`src/rtl/fault_sweep_analyzer.sv`:
```
// Exhaustive stuck-at sweep source and response analyzer for NUM_FAULTS faulty CUT copies.
// Optional macro FSA_EARLY_STOP_EN ends the sweep as soon as every fault has been detected.
module fault_sweep_analyzer #(
  parameter int IN_W       = 4,
  parameter int OUT_W      = 2,
  parameter int NUM_FAULTS = 6,
  parameter int SETTLE     = 1
) (
  input  logic                                clk,
  input  logic                                rst,
  input  logic                                start,
  output logic [IN_W-1:0]                     pattern,
  output logic                                pattern_valid,
  input  logic [OUT_W-1:0]                    golden_resp,
  input  logic [NUM_FAULTS*OUT_W-1:0]         fault_resp,
  output logic                                busy,
  output logic                                done,
  output logic [NUM_FAULTS-1:0]               detected,
  output logic [NUM_FAULTS*IN_W-1:0]          first_pat,
  output logic [$clog2(NUM_FAULTS+1)-1:0]     coverage
);

  localparam int COV_W = $clog2(NUM_FAULTS + 1);
  localparam int CNT_W = (SETTLE > 1) ? $clog2(SETTLE) : 1;

  if (SETTLE < 1) begin : g_bad_settle
    $error("SETTLE must be at least 1");
  end

  typedef enum logic [1:0] {IDLE, APPLY, SAMPLE, DONE} state_t;

  state_t                       state_reg, state_next;
  logic [IN_W-1:0]              pattern_reg, pattern_next;
  logic [CNT_W-1:0]             cnt_reg, cnt_next;
  logic [NUM_FAULTS-1:0]        detected_reg, detected_next;
  logic [NUM_FAULTS*IN_W-1:0]   first_pat_reg, first_pat_next;
  logic [COV_W-1:0]             coverage_reg, coverage_next;

  logic [NUM_FAULTS-1:0]        mismatch;
  logic [NUM_FAULTS-1:0]        detected_upd;
  logic                         stop_early;

  // Case inequality so that an X/Z on any faulty output bit counts as a detection.
  for (genvar gi = 0; gi < NUM_FAULTS; gi++) begin : g_cmp
    assign mismatch[gi] = (fault_resp[gi*OUT_W +: OUT_W] !== golden_resp);
  end

  assign detected_upd = detected_reg | mismatch;

`ifdef FSA_EARLY_STOP_EN
  assign stop_early = &detected_upd;
`else
  assign stop_early = 1'b0;
`endif

  function automatic logic [COV_W-1:0] popcount(input logic [NUM_FAULTS-1:0] v);
    logic [COV_W-1:0] s;
    s = '0;
    for (int i = 0; i < NUM_FAULTS; i++) s = s + COV_W'(v[i]);
    return s;
  endfunction

  always_ff @(posedge clk or posedge rst) begin
    if (rst) begin
      state_reg     <= IDLE;
      pattern_reg   <= '0;
      cnt_reg       <= '0;
      detected_reg  <= '0;
      first_pat_reg <= '0;
      coverage_reg  <= '0;
    end else begin
      state_reg     <= state_next;
      pattern_reg   <= pattern_next;
      cnt_reg       <= cnt_next;
      detected_reg  <= detected_next;
      first_pat_reg <= first_pat_next;
      coverage_reg  <= coverage_next;
    end
  end

  always_comb begin
    state_next     = state_reg;
    pattern_next   = pattern_reg;
    cnt_next       = cnt_reg;
    detected_next  = detected_reg;
    first_pat_next = first_pat_reg;
    coverage_next  = coverage_reg;
    case (state_reg)
      IDLE: begin
        if (start) begin
          state_next     = APPLY;
          pattern_next   = '0;
          cnt_next       = '0;
          detected_next  = '0;
          first_pat_next = '0;
          coverage_next  = '0;
        end
      end
      APPLY: begin
        if (cnt_reg == CNT_W'(SETTLE - 1)) state_next = SAMPLE;
        else                               cnt_next   = cnt_reg + 1'b1;
      end
      SAMPLE: begin
        detected_next = detected_upd;
        // Only the first detection of a fault records its pattern.
        for (int k = 0; k < NUM_FAULTS; k++) begin
          if (mismatch[k] && !detected_reg[k]) first_pat_next[k*IN_W +: IN_W] = pattern_reg;
        end
        coverage_next = popcount(detected_upd);
        if ((&pattern_reg) || stop_early) begin
          state_next = DONE;
        end else begin
          state_next   = APPLY;
          pattern_next = pattern_reg + 1'b1;
          cnt_next     = '0;
        end
      end
      DONE: state_next = IDLE;
      default: state_next = IDLE;
    endcase
  end

  assign pattern       = pattern_reg;
  assign busy          = (state_reg == APPLY) || (state_reg == SAMPLE);
  assign pattern_valid = busy;
  assign done          = (state_reg == DONE);
  assign detected      = detected_reg;
  assign first_pat     = first_pat_reg;
  assign coverage      = coverage_reg;

endmodule

```
`config.mk`:
```
export PLATFORM = sky130hd
export DESIGN_NAME = fault_sweep_analyzer
export DESIGN_NICKNAME = d
export VERILOG_FILES = /design/src/rtl/fault_sweep_analyzer.sv
export SDC_FILE = /design/constraint.sdc
export NUM_CORES = 1
export LEC_CHECK = 0
export BUFFER_PORTS_ARGS = -buffer_cell sky130_fd_sc_hd__buf_4
export CAP_MARGIN = 20
export CORE_MARGIN = 3
export CORE_UTILIZATION = 39
export DETAILED_ROUTE_END_ITERATION = 6
export PLACE_DENSITY = 0.69
export SLEW_MARGIN = 20
export SYNTH_ARGS = -nofsm -noshare
export SYNTH_HDL_FRONTEND = slang
export SYNTH_SLANG_ARGS = --single-unit
```
`constraint.sdc`:
```
create_clock -name clk -period 3.45 [get_ports clk]
set_clock_uncertainty 0.15 [all_clocks]
set_input_delay 0.5175 -clock clk [delete_from_list [all_inputs] [get_ports clk]]
set_output_delay 0.5175 -clock clk [all_outputs]
set_load 0.01 [all_outputs]
```
# Yosys cells after proc, flatten, opt, wreduce, memory -nomap -nowiden

Cells that the tools add are included.

Bits in registers: 40
Bits of input ports: 17
Output and inout bits: 40
Word-level logic and storage cells: 87

$add $sub $neg: 7
Eq/ne operators: 18
Mux-type cells: 23
Bitwise gates (word level): 1
Reduce and logical (&&, ||, !) cells: 27

Operators by type and width:

| kind                                                           | count |
|---|---|
| 24-bit one-hot mux with 2 select lines                         | 1 |
| 4-bit 2-to-1 mux                                               | 8 |
| 24-bit 2-to-1 mux                                              | 1 |
| 3-bit AND reduction                                            | 8 |
| 2-bit inequality test (second input constant)                  | 9 |
| 2-bit case inequality test                                     | 6 |
| 6-bit one-hot mux with 2 select lines                          | 1 |
| 3-bit by 1-bit adder with 3-bit output                         | 3 |
| 2-bit one-hot mux with 4 select lines                          | 1 |
| 4-bit one-hot mux with 2 select lines                          | 1 |
| 1-bit logical AND                                              | 6 |
| 1-bit logical NOT                                              | 6 |
| 2-bit 2-to-1 mux                                               | 3 |
| 6-bit 2-to-1 mux                                               | 1 |
| 6-bit bitwise OR                                               | 1 |
| 3-bit one-hot mux with 2 select lines                          | 1 |
| 4-bit by 1-bit adder with 4-bit output (second input constant) | 1 |
| 2-bit equality test (second input constant)                    | 2 |
| 2-bit AND reduction                                            | 2 |
| 4-bit AND reduction                                            | 1 |
| 2-bit by 1-bit adder with 3-bit output                         | 1 |
| 1-bit 2-to-1 mux                                               | 3 |
| 3-bit 2-to-1 mux                                               | 1 |
| 1-bit one-hot mux with 3 select lines                          | 1 |
| 7 further kinds                                                | 7 |

# Longest topological paths before layout

Gate-level depths: netlist (run 1).

Word-level depth: 8
Gate-level depth with buffers: 11
Depth with buffers taken out: 10

# Worst setup path before layout (run 1)

No wires, ideal clock.

Path kind: input -> register
Start: input port golden_resp[1]
End: register coverage_reg[1], in the netlist coverage[1]
Setup time: 0.076 ns
Arrival time: 2.837 ns
Required time: 3.224 ns
Path slack: 0.386 ns
Cell stages on the path: 11
Buffers on the path: 1
Cell sequence: buf_4 > xnor2_1 > nand2_1 > nor2_1 > fa_1 > inv_1 > fa_1 > ha_1 > inv_1 > fa_1 > o21ai_1

Longest elaborated chain between the ends: 8
Elaborated cells between the ends (all ways): 13
Classes of those cells: 5 x add/sub; 6 x eq/ne; 1 x mux; 1 x bitwise

Ends and longest elaborated chain:

| element                                              | line | source |
|---|---|---|
| from (decl)                                          | 14   | `input logic [OUT_W-1:0] golden_resp,` |
| 2-bit case inequality test                           | 45   | `assign mismatch[gi] = (fault_resp[gi*OUT_W +: OUT_W] !== golden_resp);` |
| 6-bit bitwise OR *                                   | 48   | `assign detected_upd = detected_reg \| mismatch;` |
| 1-bit by 1-bit adder with 2-bit output               | 59   | `for (int i = 0; i < NUM_FAULTS; i++) s = s + COV_W'(v[i]);` |
| 2-bit by 1-bit adder with 3-bit output               | 59   |  |
| 3-bit by 1-bit adder with 3-bit output (2 in series) | 59   |  |
| 3-bit by 1-bit adder with 3-bit output *             | 59   |  |
| 3-bit one-hot mux with 2 select lines *              | 88   | `case (state_reg)` |
| to (signal assigned)                                 | 77   | `coverage_reg <= coverage_next;` |
| to (decl)                                            | 37   | `logic [COV_W-1:0] coverage_reg, coverage_next;` |

Mark *: on every way between the ends. The rest lies on a longest branch, timed or not.
A chain may end at the register's enable or synchronous reset.

# Worst setup path after layout (run 1)

Start: input port golden_resp[0]
End: register coverage_reg[1], in the netlist coverage[1]

Same word-level chain as after synthesis.

==> summary.md, run 1 <==
| Metric | Value |
|---|---|
| Worst hold path class | in2async |
| I/O Buffers | 56 |
| Post-route DRC | 0 |
| FF+latch area | roughly 980 sq um |
| Worst slew margin | 28.9% |
| Ant diodes | 0 |
| DRT Wirelength | approximately 5200 um |
| VDD IR max | 0.363 mV |
| Nets | 279 |
| Post-synthesis instance total | 199 |
| Deepest clock path buffer count | 2 |
| Worst skew pair latency | 0.29 ns |
| Startpoint types | input port |
| Post_cts resized | 0 |
| Min Tclk post-route | 2.97 ns |
| Largest net degree at the start of global routing | 40 |
| Row count | 26 |
| Setup TNS Final | 0 ns |
| Iter 0 DRT Violations | 126 |
| Synth Cell Area | around 0.0021 sq mm |
| Hold buffers post-CTS | 0 |
| First-pass GRT wire length | 8230 um |
| Depth of the CTS H-tree | 2 |
| Number of flip-flops in the largest register | 24 |
| Die Area | 0.00632 sq mm |
| Reg2Reg Depth | 8 |
| Leak | 1.29 nW |
| Critical R2R Launch | detected[0]$_DFFE_PP0P_ |
| Critical path type | in2reg |
| Initial antenna violation count | 0 |
| Final Non-Filler Cells | between 300 and 400 |
| Io pins | 57 |
| Clk slew on worst S/H paths | 0.08 ns |
| Most frequent cells in the layout | buf_4, dfrtp_1, nand2_1 |
| Share of layout cells above drive strength 1 | 32.7% |
| Total GRT Usage | 16.8% |
| FF+latch count, synth | 39 |
| Top post-synthesis cells by area | dfrtp_1, a32o_1, nand2_1 |
| RSZ-0062 raised after global routing | false |
| Max-slew violations | 0 |
| Cell area after layout | 0.00265 sq mm |
| Crit-path max FO | 6 |
| Sink Count | 39 |
| Post-DP Area | approximately 0.0026 sq mm |
| F_max | 337 MHz |
| Req. time, crit path | 3.51 ns |
| Area share of the leading cell type in the synthesized netlist | 46.3% |
| Syn Nets | 225 |
| Total Power | around 2.1 mW |
| Antenna-violating nets left | 0 |
| CTS tree | built |
| Max-capacitance violation count | 0 |
| DP HPWL | around 3700 um |
| Area grow syn2layout | 25.5% |
| Commonest non-fill, non-tap cell in the layout | buf_4 |
| GRT Residual Overflow | 0 |
| TritonCTS Buffers | 5 |
| CTS root buffer | clkbuf_8 |
| Library cells used by synthesis | 37 |
| Crit path DAT | 3.03 ns |
| Final hold violation count | 0 |
| Synth area leader | dfrtp_1 |
| Fillcell total | 484 |
| Inst Count DP | 316 |
| Total iterations of the first detailed-routing run | 4 |
| Worst Tran Pin Value | between 1 and 1.5 ns |
| Period utilization | 86.0% |
| Initial Util | 40.8% |
| Routability cong. | 0.781 |
| Worst reg2reg setup slack | 0.78 ns |
| Die span in x | 79.5 um |
| Sequential area share after synthesis | 46.3% |
| Power density over the cells | 792 mW/mm^2 |
| Total of warnings raised by yosys | 0 |
| Multi-input gate area | 0.00103 sq mm |
| Hold slack | roughly 0.19 ns |
| Wire per inst | 15.9 um |
| Routed vias | 1709 |
| Syn_area_per_cell | ~11 sq um |
| Via density | 5.27 |
| Setup Buffers After CTS | 0 |
| Core box area | about 0.0052 sq mm |
| Outcome | finished clean |
| CP Capture Type | register |
| Reg2Reg Capture Point | coverage[1]$_DFFE_PP0P_ |
| Vias in the first global route | 1600 |
| Die H | 79.5 um |
| Final setup viols | 0 |
[worst max-delay path by stage]
stage / slack, ns / end / startpoint / cells after the start
6_report: 0.48 / coverage[1]$_DFFE_PP0P_ / golden_resp[0] / 11
5_1_grt: 0.30 / coverage[1]$_DFFE_PP0P_ / golden_resp[0] / 11
4_1_cts: 0.49 / coverage[1]$_DFFE_PP0P_ / golden_resp[0] / 11
3_5_place_dp: 0.18 / coverage[1]$_DFFE_PP0P_ / golden_resp[0] / 11
3_3_place_gp: 0.26 / coverage[1]$_DFFE_PP0P_ / golden_resp[0] / 11
2_1_floorplan: 0.39 / coverage[1]$_DFFE_PP0P_ / golden_resp[1] / 11
[metrics by stage]
stage	util [%]	setup slack, ns
after CTS	51.1	0.490
after global placement	49.5	0.262
after floorplan	-	0.386
final	51.1	0.483
after detailed placement	49.5	0.181
after global routing	51.1	0.301
[synthesized netlist by cell type (all sizes together)]
cell type  number
a21bo           2
a21oi          20
a221o           5
a22o            4
a31oi           2
a32o           11
and3            3
buf             7
clkbuf          3
dfrtp          39
fa              3
ha              6
inv            11
mux2i           8
nand2          26
nand2b          1
nand3           3
nand4           2
nor2           13
nor2b           1
o21a            1
o21ai          14
o31ai           1
or3             1
xnor2          10
xor2            2
[layer usage]
metal / vias up / global-route usage (%) / part of all wire [%]
met2: 51 / 24.5 / 46
met1: 841 / 24.7 / 47
met4: 0 / 4.81 / 1.2
met5: - / 0 / 0
li1: 812 / - / -
met3: 5 / 3.95 / 6.0
[logic make-up after synthesis]
kind of cell	count (synthesis)	share of synthesized area, %
adder cells (fa/ha/maj)	9	6.41
XOR/XNOR	12	5.70
buffers and inverters	21	4.98
AO/OA/AOI/OAI	60	21.4
flip-flops	39	46.3
AND/OR/NAND/NOR	50	11.2
multiplexers	8	3.98
[where the power goes]
group	leakage, nW	internal [mW]	switching [mW]
Combinational	0.721	0.452	0.615
Sequential	0.524	0.598	0.132
Clock	0.0412	0.141	0.155
Total	1.29	1.19	0.902
[final cells by class]
class	instances	share of cell area, %
multi-input cells	139	38.8
well taps	70	3.31
clock inverters	2	0.473
clock buffers	6	2.74
flip-flops and latches	39	36.9
repair buffers	57	16.2
inverters	11	1.56
[worst max-delay path, stage by stage]
cell	delay [ns]
buf_4	0.16
xnor2_1	0.32
nand2_1	0.12
nor2_1	0.17
fa_1	0.43
inv_1	0.09
fa_1	0.41
ha_1	0.21
inv_1	0.06
fa_1	0.40
o21ai_1	0.15
Power figures use the tool's default switching activity.
==> run 2: changes to the inputs <==
--- a/config.mk
+++ b/config.mk
@@ -5,7 +5,7 @@
 export SDC_FILE = /design/constraint.sdc
 export NUM_CORES = 1
 export LEC_CHECK = 0
-export BUFFER_PORTS_ARGS = -buffer_cell sky130_fd_sc_hd__buf_4
+export BUFFER_PORTS_ARGS = -buffer_cell sky130_fd_sc_hd__buf_2
 export CAP_MARGIN = 20
 export CORE_MARGIN = 3
 export CORE_UTILIZATION = 39
==> summary.md, run 2 (same netlist as run 1, synthesis figures left out) <==
| Metric | Value |
|---|---|
| Outcome | finished clean |
| Max-slew violations | 0 (unchanged) |
| Antenna-violating nets left | 0 (unchanged) |
| Ant diodes | 0 (unchanged) |
| Worst skew pair latency | 0.30 ns (about the same) |
| GRT Residual Overflow | 0 (unchanged) |
| Max-capacitance violation count | 0 (unchanged) |
| Multi-input gate area | 0.00103 sq mm (unchanged) |
| Die H | 79.5 um (unchanged) |
| CP top delay family | adder cells |
| Crit path DAT | 3.07 ns (+0.04 ns) |
| Share of layout cells above drive strength 1 | 33.3% (+0.66 points) |
| Setup TNS Final | 0 ns (unchanged) |
| Min Tclk post-route | 2.99 ns (+0.0271 ns) |
| DP HPWL | 3630 um (-1.6%) |
| Die Area | 0.00632 sq mm (unchanged) |
| Internal | 1.11 mW (-6.8%) |
| Routability cong. | 0.760 (-2.7%) |
| Commonest non-fill, non-tap cell in the layout | buf_2 |
| Iter 0 DRT Violations | 141 (+12%) |
| Initial Util | 40.8% (unchanged) |
| Clk slew on worst S/H paths | 0.08 ns (about the same) |
| VDD IR max | 0.278 mV (-23%) |
| First-pass GRT wire length | 8160 um (-0.92%) |
| Post_cts resized | 0 (unchanged) |
| Worst slew margin | 29.7% (+0.79 points) |
| Total GRT Usage | 16.5% (-0.38 points) |
| Fillcell total | 484 (unchanged) |
| Reg2Reg Depth | 8 (unchanged) |
| Startpoint types | input port |
| Core box area | 0.00517 sq mm (unchanged) |
| CP Capture Type | register |
| F_max | 334 MHz (-0.91%) |
| Routed vias | 1715 (+0.35%) |
| Slowest-stage cell, CP | fa_1 |
| Fin worst setup slack | 0.456 ns (-0.0271 ns) |
| Total Power | 2.02 mW (-3.6%) |
| Sw Share | 45.0% (+1.9 points) |
| CP Depth | 11 (unchanged) |
| Crit path cell chain | buf_2 -> xnor2_1 -> nand2_1 -> nor2_1 -> fa_1 -> inv_1 -> fa_1 -> ha_1 -> inv_1 -> fa_1 -> o21ai_1 |
| Req. time, crit path | 3.52 ns (about the same) |
| Worst path max stage delay | 0.44 ns (about the same) |
| DRT Wirelength | 5190 um (+0.41%) |
| Deepest clock path buffer count | 2 (unchanged) |
| Critical path type | in2reg |
| Period utilization | 86.8% (+0.79 points) |
| Setup Buffers After CTS | 0 (unchanged) |
| Depth of the CTS H-tree | 2 (unchanged) |
| Row count | 26 (unchanged) |
| Io pins | 57 (unchanged) |
| I/O Buffers | 56 (unchanged) |
| Hold buffers post-CTS | 0 (unchanged) |
| Nets | 280 (+0.36%) |
| RSZ-0062 raised after global routing | false |
| FF+latch area | 976 sq um (unchanged) |
| Worst hold path class | in2async |
| CTS root buffer | clkbuf_8 |
| Worst Tran Pin Value | 1.03 ns (-0.0116 ns) |
| Power density over the cells | 802 mW/mm^2 (+1.4%) |
| Crit-path max FO | 6 (unchanged) |
| Sink Count | 39 (unchanged) |
| Wire per inst | 16.0 um (about the same) |
| TritonCTS Buffers | 5 (unchanged) |
| Initial antenna violation count | 0 (unchanged) |
| Area grow syn2layout | 19.3% |
| Largest net degree at the start of global routing | 40 (unchanged) |
| CP Buf/Inv Count | 3 (unchanged) |
| Vias in the first global route | 1623 (+1.4%) |
| DP Worst Slack | 0.138 ns (-0.0436 ns) |
| Final setup viols | 0 (unchanged) |
| Comb pwr share | 48.8% (-2.2 points) |
| Hold slack | 0.191 ns (-0.00289 ns) |
| Total iterations of the first detailed-routing run | 4 (unchanged) |
| Via density | 5.28 (about the same) |
| Final hold violation count | 0 (unchanged) |
| Psw | 909 uW (+0.71%) |
| Post-route DRC | 0 (unchanged) |
| Most frequent cells in the layout | buf_2, dfrtp_1, nand2_1 |
| Leak | 1.27 nW (-1.1%) |
| Critical path's most frequent cell | fa_1 |
| CTS tree | built |
| Clock Power Share | 15.4% (+1.3 points) |
| Number of flip-flops in the largest register | 24 (unchanged) |
| Die span in x | 79.5 um (unchanged) |
| Sequential share of power | 35.8% (+0.9 points) |
run 2: worst paths after layout:
check	start	end	slack [ns]
min in group clk	coverage[1]$_DFFE_PP0P_	coverage[1]$_DFFE_PP0P_	0.35
worst max-delay path	golden_resp[0]	coverage[1]$_DFFE_PP0P_	0.46
max in group asynchronous	rst	first_pat[11]$_DFFE_PP0P_	2.60
worst max register to register	detected[0]$_DFFE_PP0P_	coverage[1]$_DFFE_PP0P_	0.77
worst min register to register	coverage[1]$_DFFE_PP0P_	coverage[1]$_DFFE_PP0P_	0.35
worst min-delay path	rst	state_reg[0]$_DFFE_PP0P_	0.19
run 2: tightest hold or removal path, cell delays in order:
cell   delay (ns)
buf_2        0.09
inv_1        0.04
buf_4        0.43
run 2: final cells by class:
class | instances | share of cell area [%]
flip-flops and latches | 39 | 38.8
repair buffers | 58 | 11.7
inverters | 11 | 1.64
well taps | 70 | 3.48
multi-input cells | 139 | 40.8
clock inverters | 3 | 0.796
clock buffers | 5 | 2.73
run 2: through the flow:
step	area (sq um)	utilization (%)	std cells
6_report	2520	48.6	325
5_1_grt	2520	48.6	325
4_1_cts	2520	48.6	325
3_5_place_dp	2430	46.9	317
3_3_place_gp	2430	46.9	317
2_1_floorplan	2110	-	199
run 2: per-layer routing:
layer / share of wire (%) / GRT usage (%) / wire length [um] / up-vias
met2: 44 / 23.8 / 2300 / 60
met5: 0 / 0 / 0 / -
met4: 1.3 / 4.30 / 65 / 0
met1: 47 / 24.7 / 2450 / 831
li1: - / - / - / 817
met3: 7.0 / 3.61 / 365 / 7
run 2: power by group through the flow:
stage / logic [mW] / registers, mW / clock network [mW]
4_1_cts: 0.991 / 0.720 / 0.319
3_3_place_gp: 0.970 / 0.725 / 0
5_1_grt: 1.09 / 0.739 / 0.333
3_5_place_dp: 0.989 / 0.728 / 0
6_report: 0.984 / 0.723 / 0.312
2_1_floorplan: 0.638 / 0.771 / 0
==> run 3: changes to the inputs <==
--- a/config.mk
+++ b/config.mk
@@ -5,6 +5,7 @@
 export SDC_FILE = /design/constraint.sdc
 export NUM_CORES = 1
 export LEC_CHECK = 0
+export ABC_AREA = 1
 export BUFFER_PORTS_ARGS = -buffer_cell sky130_fd_sc_hd__buf_2
 export CAP_MARGIN = 20
 export CORE_MARGIN = 3
==> summary.md, run 3 <==
| Metric | Value |
|---|---|
| Grt met2 use | 25.1% (+1.3 points) |
| Crit-path max FO | 7 (+1) |
| F_max | 349 MHz (+4.6%) |
| Cell area after layout | 0.00248 sq mm (-1.3%) |
| Post_cts resized | 0 (unchanged) |
| Fillcell total | 493 (+1.9%) |
| Grt met1 use | 20.9% (-3.8 points) |
| FF+latch area | 976 sq um (unchanged) |
| Post-DP Area | 0.00240 sq mm (-1.2%) |
| CP Depth | 13 (+2) |
| Post-synthesis instance total | 267 (+34%) |
| Syn Nets | 293 (+30%) |
| Power density over the cells | 754 mW/mm^2 (-6.0%) |
| Initial antenna violation count | 0 (unchanged) |
| Vias in the first global route | 1663 (+2.5%) |
| Ys flop type | dfrtp_1 |
| Worst path max stage delay | 0.54 ns (+0.10 ns) |
| Period utilization | 82.9% (-3.9 points) |
| Critical R2R Launch | detected[0]$_DFFE_PP0P_ |
| Leak | 1.55 nW (+22%) |
| Final setup viols | 0 (unchanged) |
| GRT Residual Overflow | 0 (unchanged) |
| Total iterations of the first detailed-routing run | 4 (unchanged) |
| I/O Buffers | 56 (unchanged) |
| Top post-synthesis cells by area | dfrtp_1, nand2_1, nand3_1 |
| Crit path cell chain | buf_2 -> inv_2 -> nand2_1 -> nand2_1 -> nand3_1 -> inv_1 -> fa_1 -> inv_1 -> fa_1 -> ha_1 -> inv_1 -> fa_1 -> o21ai_0 |
| DRT Wirelength | 4610 um (-11%) |
| Max-capacitance violation count | 0 (unchanged) |
| Ys async rst share | 100% (unchanged) |
| Die span in x | 78.6 um (-1.1%) |
| Post-route DRC | 0 (unchanged) |
| Worst hold path class | in2async |
| Routability cong. | 0.792 (+4.2%) |
| Reg2Reg Depth | 10 (+2) |
| Share of layout cells above drive strength 1 | 21.2% (-12 points) |
| Synth Cell Area | 0.00206 sq mm (-2.4%) |
| CP Buf/Inv Count | 5 (+2) |
| Nets | 351 (+25%) |
| Row count | 25 (-3.8%) |
| Syn_area_per_cell | 7.71 sq um (-27%) |
| Most frequent cells in the layout | nand2_1, buf_2, dfrtp_1 |
| Setup TNS Final | 0 ns (unchanged) |
| Reg2Reg Capture Point | coverage[1]$_DFFE_PP0P_ |
| Final hold violation count | 0 (unchanged) |
| Area grow syn2layout | 20.6% |
| Post-synth EDFFs | 0 (unchanged) |
| Critical path type | in2reg |
| Sink Count | 39 (unchanged) |
| Deepest clock path buffer count | 2 (unchanged) |
| Outcome | finished clean |
| Die H | 78.6 um (-1.1%) |
| Synth area leader | dfrtp_1 |
| First-pass GRT wire length | 7680 um (-5.8%) |
| Worst Tran Pin Value | 0.507 ns (-0.527 ns) |
| Area share of the leading cell type in the synthesized netlist | 47.4% (+1.1 points) |
| Min Tclk post-route | 2.86 ns (-0.133 ns) |
| Crit path DAT | 2.88 ns (-0.19 ns) |
| Worst slew margin | 66.2% (+37 points) |
| Initial Util | 41.9% (+1.2 points) |
| Crit path launch | golden_resp[1] |
| Max-slew violations | 0 (unchanged) |
| Iter 0 DRT Violations | 128 (-9.2%) |
| Ant diodes | 0 (unchanged) |
| Worst reg2reg setup slack | 0.75 ns (-0.02 ns) |
| Sequential area share after synthesis | 47.4% (+1.1 points) |
| Slowest-stage cell, CP | fa_1 |
| VDD IR max | 0.497 mV (+79%) |
| Number of flip-flops in the largest register | 24 (unchanged) |
| Grt peak-use layer | met2 |
| Routed vias | 1823 (+6.3%) |
| Startpoint types | input port |
| RSZ-0062 raised after global routing | false |
| Clk slew on worst S/H paths | 0.07 ns (about the same) |
| CTS tree | built |
| Depth of the CTS H-tree | 2 (unchanged) |
| CP top delay family | adder cells |
| Io pins | 57 (unchanged) |
| Req. time, crit path | 3.47 ns (-0.05 ns) |
| Multi-input gate area | 892 sq um (-13%) |
| Hold buffers post-CTS | 0 (unchanged) |
| FF+latch count, synth | 39 (unchanged) |
| Commonest cells post-synth | nand2_1, dfrtp_1, inv_1 |
| CTS root buffer | clkbuf_8 |
| Total of warnings raised by yosys | 0 (unchanged) |
| Commonest non-fill, non-tap cell in the layout | nand2_1 |
| DP HPWL | 3490 um (-3.8%) |
| Wire per inst | 11.7 um (-26%) |
| Met3 Use GR | 4.93% (+1.3 points) |
| Antenna-violating nets left | 0 (unchanged) |
| Total GRT Usage | 15.8% (-0.68 points) |
| CP Capture Type | register |
| Largest net degree at the start of global routing | 40 (unchanged) |
| Die Area | 0.00619 sq mm (-2.2%) |
| TritonCTS Buffers | 5 (unchanged) |
| Most frequent cell after synthesis | nand2_1 |
| Critical path capture point | coverage[1]$_DFFE_PP0P_ |
| Setup Buffers After CTS | 0 (unchanged) |
| Worst skew pair latency | 0.29 ns (about the same) |
| Via density | 4.64 (-12%) |
| Library cells used by synthesis | 18 (-51%) |
| Core box area | 0.00491 sq mm (-5.1%) |
==> run 3: stage by stage <==
step	setup WS [ns]	power (mW)	hold WS (ns)	utilization [%]	cells
floorplan	0.392	1.32	0.350	-	267
global placement	0.311	1.57	0.300	48.8	385
detailed placement	0.268	1.59	0.304	48.8	385
CTS	0.588	1.90	0.201	50.5	393
global route	0.471	2.06	0.242	50.5	393
finish	0.589	1.87	0.181	50.5	393
==> run 3: area by class of cell <==
type	count	share of cell area, %
inverter	38	5.75
tap	67	3.38
multi-input combinational	182	35.9
clock inverter	2	0.504
timing repair buffer	59	12.2
clock buffer	6	2.92
sequential	39	39.3
==> run 3: logic make-up (layout without fill, tap and decap cells) <==
group / after synthesis / in the layout / synth area share (%)
AOI/OAI and AO/OA: 20 / 20 / 5.23
xor gates and xnor gates: 6 / 6 / 2.55
and+or+nand+nor: 147 / 147 / 28.9
buffers and inverters: 46 / 105 / 9.36
adders and majority gates: 9 / 9 / 6.57
DFF: 39 / 39 / 47.4
==> run 3: worst min path at each step <==
stage / to / slack (ns) / depth (start not counted)
final: pattern[1]$_DFFE_PP0P_ / 0.18 / 3
after global routing: detected[4]$_DFFE_PP0P_ / 0.24 / 3
after CTS: state_reg[0]$_DFFE_PP0P_ / 0.20 / 3
after floorplan: state_reg[1]$_DFFE_PP0P_ / 0.35 / 1
after detailed placement: first_pat[20]$_DFFE_PP0P_ / 0.30 / 2
after global placement: first_pat[11]$_DFFE_PP0P_ / 0.30 / 2
==> run 3: report_power, final <==
group          internal (mW)  switching, mW
sequential             0.588         0.0870
clock                  0.141          0.154
combinational          0.305          0.597
total                   1.03          0.838
==> run 3: routing by layer <==
metal / vias up / routed length [um]
met2: 46 / 2090
li1: 941 / -
met3: 7 / 282
met5: - / 0
met4: 0 / 59
met1: 829 / 2180
==> run 3: worst register-to-register path, cell delays in order (launching register included) <==
cell     delay [ns]
dfrtp_1        0.35
inv_1          0.07
nand3_1        0.10
inv_1          0.06
fa_1           0.53
inv_1          0.05
fa_1           0.54
ha_1           0.14
inv_1          0.05
fa_1           0.47
o21ai_0        0.08
